--- config.mk ---
export PLATFORM = sky130hd
export DESIGN_NAME = mode_decoder_sync
export DESIGN_NICKNAME = d
export VERILOG_FILES = /design/src/rtl/mode_decoder_sync.sv
export SDC_FILE = /design/constraint.sdc
export NUM_CORES = 1
export LEC_CHECK = 0
export BUFFER_PORTS_ARGS = -buffer_cell sky130_fd_sc_hd__buf_2
export CAP_MARGIN = 20
export CORE_MARGIN = 4
export CORE_UTILIZATION = 48
export DETAILED_ROUTE_END_ITERATION = 8
export PLACE_DENSITY_LB_ADDON = 0.05
export SYNTH_ARGS = -nofsm -noshare
export SYNTH_HDL_FRONTEND = slang
export SYNTH_SLANG_ARGS = --single-unit
--- constraint.sdc ---
create_clock -name clk -period 1.9 [get_ports clk]
set_input_delay 0.19 -clock clk [delete_from_list [all_inputs] [get_ports clk]]
set_output_delay 0.19 -clock clk [all_outputs]
set_load 0.02 [all_outputs]
--- src/rtl/mode_decoder_sync.sv ---
// Debounced mode decoder: a sampled mode code must hold for STABLE_CYCLES+1
// consecutive qualifying samples before it drives the registered one-hot/index outputs.
//
// state | meaning
// IDLE  | committed mode matches the sampled code, or sampling is disabled
// QUAL  | a differing code is being counted toward commit or illegal flag
module mode_decoder_sync #(
  parameter int CODE_W        = 4,
  parameter int NUM_MODES     = 10,
  parameter int STABLE_CYCLES = 4,
  parameter int DEFAULT_MODE  = 0
) (
  input  logic                 clk,
  input  logic                 rst,
  input  logic                 en,
  input  logic [CODE_W-1:0]    mode_d,
  output logic [NUM_MODES-1:0] mode_a,
  output logic [CODE_W-1:0]    mode_idx,
  output logic                 mode_chg,
  output logic                 illegal,
  output logic                 busy
);

  localparam int CNT_W = $clog2(STABLE_CYCLES + 1);
  localparam logic [CNT_W-1:0]     CNT_MAX    = CNT_W'(STABLE_CYCLES);
  localparam logic [CNT_W-1:0]     CNT_ONE    = CNT_W'(1);
  localparam logic [CODE_W-1:0]    DEF_CODE   = CODE_W'(DEFAULT_MODE);
  localparam logic [CODE_W:0]      NUM_LIM    = (CODE_W + 1)'(NUM_MODES);
  localparam logic [NUM_MODES-1:0] DEF_ONEHOT = NUM_MODES'(1) << DEFAULT_MODE;

  typedef enum logic {IDLE, QUAL} state_t;

  state_t            state, state_nxt;
  logic [CODE_W-1:0] mode_q;
  logic [CODE_W-1:0] cand, cand_nxt;
  logic [CNT_W-1:0]  cnt, cnt_nxt;
  logic              do_commit, do_illegal;
  logic              cand_legal;

  assign cand_legal = ({1'b0, cand} < NUM_LIM);
  assign busy       = (state == QUAL);

  always_ff @(posedge clk or posedge rst) begin
    if (rst) begin
      state    <= IDLE;
      mode_q   <= DEF_CODE;
      cand     <= DEF_CODE;
      cnt      <= '0;
      mode_idx <= DEF_CODE;
      mode_a   <= DEF_ONEHOT;
      mode_chg <= 1'b0;
      illegal  <= 1'b0;
    end else begin
      state    <= state_nxt;
      cand     <= cand_nxt;
      cnt      <= cnt_nxt;
      mode_chg <= do_commit;
      illegal  <= do_illegal;
      if (en) mode_q <= mode_d;
      if (do_commit) begin
        mode_idx <= cand;
        mode_a   <= NUM_MODES'(1) << cand;
      end
    end
  end

  always_comb begin
    state_nxt  = state;
    cand_nxt   = cand;
    cnt_nxt    = cnt;
    do_commit  = 1'b0;
    do_illegal = 1'b0;
    case (state)
      IDLE: begin
        if (en && (mode_q != mode_idx)) begin
          state_nxt = QUAL;
          cand_nxt  = mode_q;
          cnt_nxt   = CNT_ONE;
        end else begin
          cnt_nxt = '0;
        end
      end
      QUAL: begin
        if (!en || (mode_q == mode_idx)) begin
          state_nxt = IDLE;
          cnt_nxt   = '0;
        end else if (mode_q != cand) begin
          // a different non-committed code restarts qualification on itself
          cand_nxt = mode_q;
          cnt_nxt  = CNT_ONE;
        end else if (cnt < CNT_MAX) begin
          cnt_nxt = cnt + CNT_ONE;
        end else begin
          state_nxt  = IDLE;
          cnt_nxt    = '0;
          do_commit  = cand_legal;
          do_illegal = !cand_legal;
        end
      end
      default: begin
        state_nxt = IDLE;
        cnt_nxt   = '0;
      end
    endcase
  end

endmodule
==> results_dict.tcl <==
set metrics [dict create \
    timing.hold.ws_ps 80.0 \
    io_buffers 23 \
    die_w_um 59.6 \
    setup_viol 0 \
    ys_seq_area_share_pct 54.9 \
    core_mm2 0.00250 \
    rows 18 \
    first_global_vias 884 \
    vdd_drop_max_mv 0.685 \
    clock_path_buffers 2 \
    layoutNonFillerInstCount 159 \
    skew_ps 12.4 \
    cts_tree "done" \
    status "complete, no violations" \
    cp.arrival_ps 2040 \
    firstDrtPassIters 4 \
    crit_path_max_fanout 14 \
    syn-num-nets 104 \
    hold_class "input port to flop" \
    max-slew-margin-rel_pct 76.7 \
    drt-total-wl_um 2370 \
    synth_flop_cell "dfrtp_1" \
    placed_cells 154 \
    synth_edf_count 0 \
    clock_sinks 28 \
    power.total_mw 1.29 \
    crit_path_start_kind "flop" \
    drt_iter0_drc 17 \
    drive_above_1_share_pct 41.1 \
    maxCapViolCount 0 \
    synth_area_mm2 0.00128 \
    leakage_nw 0.798 \
    yosysTopAreaCell "dfrtp_1" \
    crit_start "mode_q[0]" \
    cts_buffers 3 \
    grt.total_usage_pct 15.7 \
    yosys_warnings 0 \
    critical_path_required_ps 2140 \
    ys_async_sr_fraction_pct 100 \
    hold_viol 0 \
    synth_top_area_share_pct 52.8 \
    antenna_found_initial 0 \
    drv_slew 0 \
    post_cts_buffers 0 \
    syn_avg_cell_area_um2 13.3 \
    worstMarginPinSlew_ps 348 \
    cts-htree-levels 1 \
    layout.nets 138 \
    grt_pass1_wl_um 4170 \
    insertion_delay_ps 340 \
    dieArea_mm2 0.00355 \
    netlist_instances 96 \
    crit_type "flop to flop" \
    grt_max_degree 29 \
    min_from "mode_d[2]" \
    setup-tns-final_ps 0 \
    avgRoutedWirePerCell_um 14.9 \
    cts-root-buf "clkbuf_4" \
    diodes 0 \
    drcViolationCount 0 \
    synth-seq-cells 28 \
    worstReg2RegStart "mode_q[0]" \
    start_util_pct 51.2 \
    die_height_um 59.6 \
    min_period_ps 1800 \
    vias 857 \
    globalRouteOverflowTotal 0 \
    ant_nets 0 \
    viasPerCell 5.39 \
    cp-end-kind "flop" \
    area_growth_pct 25.2 \
    p_per_area_mw_per_mm2 805 \
    fin_crit_sh_pct 94.7 \
    num_io_pins 24 \
    dp_hpwl_um 1700 \
    synth_cell_type_count 28 \
    path_clk_slew_ps 150 \
    gp_congestion 0.733 \
    synthTopCellsByArea "dfrtp_1 53%, mux2_1 13%, mux2_2 6.2%, nor4b_1 2.7%, xnor2_1 2.7%" \
    fmax_mhz 556 \
]
-- cells in the mapped netlist (3+ instances only) --
master and instances:
clkbuf_1 4, mux2_1 15, mux2_2 7, nor4b_1 4
dfrtp_1 27, nor3_1 3, xnor2_1 4, xor2_1 4
-- repair_timing --
action,in CTS,in global routing
setup endpoints to repair,0,14
hold endpoints to repair,27,0
hold buffers,1,0
resized for setup,0,4
-- state kept, by name (all words and copies together) (netlist names) --
register and count:
busy 1, cand 4, cnt 3, illegal 1, mode_a 10, mode_chg 1, mode_idx 4, mode_q 4
-- cell families (layout without fill, tap and decap cells) --
| logic type | Yosys count | after routing | synth area share, % |
|---|---|---|---|
| and+or+nand+nor | 24 | 24 | 13.5 |
| muxes | 22 | 22 | 19.4 |
| adders and majority gates | 1 | 1 | 0.978 |
| xor gates and xnor gates | 8 | 8 | 5.48 |
| buffers and inverters | 8 | 41 | 2.74 |
| AOI/OAI and AO/OA | 5 | 5 | 3.03 |
| DFF | 28 | 28 | 54.9 |
-- layout by cell type (no fill, tap or decap) --
cell,n
and4b_1,2
bufinv_16,1
inv_1,2
ha_1,1
xnor2_1,4
nor4b_1,4
nor4_1,1
dlygate4sd3_1,1
nor3b_1,2
buf_4,10
o21bai_1,1
a21oi_1,2
nor4bb_1,1
nor4_2,1
buf_12,1
nor3_1,3
or2_2,1
mux2_1,15
nand2_1,2
o21ai_0,1
nand3_1,2
mux2_2,7
buf_2,23
nor2_1,2
nor4_4,1
dfstp_2,1
xor2_1,1
nand2b_1,1
nand4_1,1
clkbuf_4,3
dfrtp_1,27
o41ai_4,1
xor2_2,3
-- per-layer routing --
layer  wire [um]  global-route usage, %
met5           0                      0
met3         100                   3.05
met2        1100                   24.0
met4          34                   5.70
met1        1130                   22.0
-- report_power, final --
part	internal [mW]	leakage (nW)	switching (mW)	total, mW
combinational	0.116	0.405	0.127	0.243
sequential	0.624	0.365	0.0316	0.656
clock	0.214	0.0279	0.176	0.390
-- metrics by stage --
step,utilization (%),setup WS [ps],cell area (um2)
4_1_cts,62.9,30.5,1570
3_3_place_gp,60.4,82.7,1510
5_1_grt,64.1,-16.3,1600
2_1_floorplan,-,-42.3,1290
6_report,64.1,100,1600
3_5_place_dp,60.4,33.8,1510
-- worst max-delay path: stages, from the launching register on --
cell     delay (ps)
dfrtp_1         480
xor2_2          280
nor4_2          110
nor4_4          330
buf_12          190
mux2_1          320
-- worst paths after layout --
| check | to | slack [ps] | depth (start not counted) |
|---|---|---|---|
| max in group asynchronous | mode_a[0] | 1180 | 4 |
| setup reg to reg | mode_a[1] | 100 | 5 |
| hold reg to reg | mode_a[8] | 500 | 1 |
| setup / recovery | mode_a[1] | 100 | 5 |
| hold / removal | mode_q[2] | 80 | 2 |
| min in group asynchronous | mode_a[3] | 430 | 4 |
-- area by class of cell --
cell class,instances,area [um2]
tap,30,37.5
inverter,2,7.51
sequential,28,702
multi-input combinational,60,582
clock buffer,3,22.5
clock inverter,1,30.0
fill,198,898
timing repair buffer,35,220
Note: power is estimated with default switching activity, not from simulation.
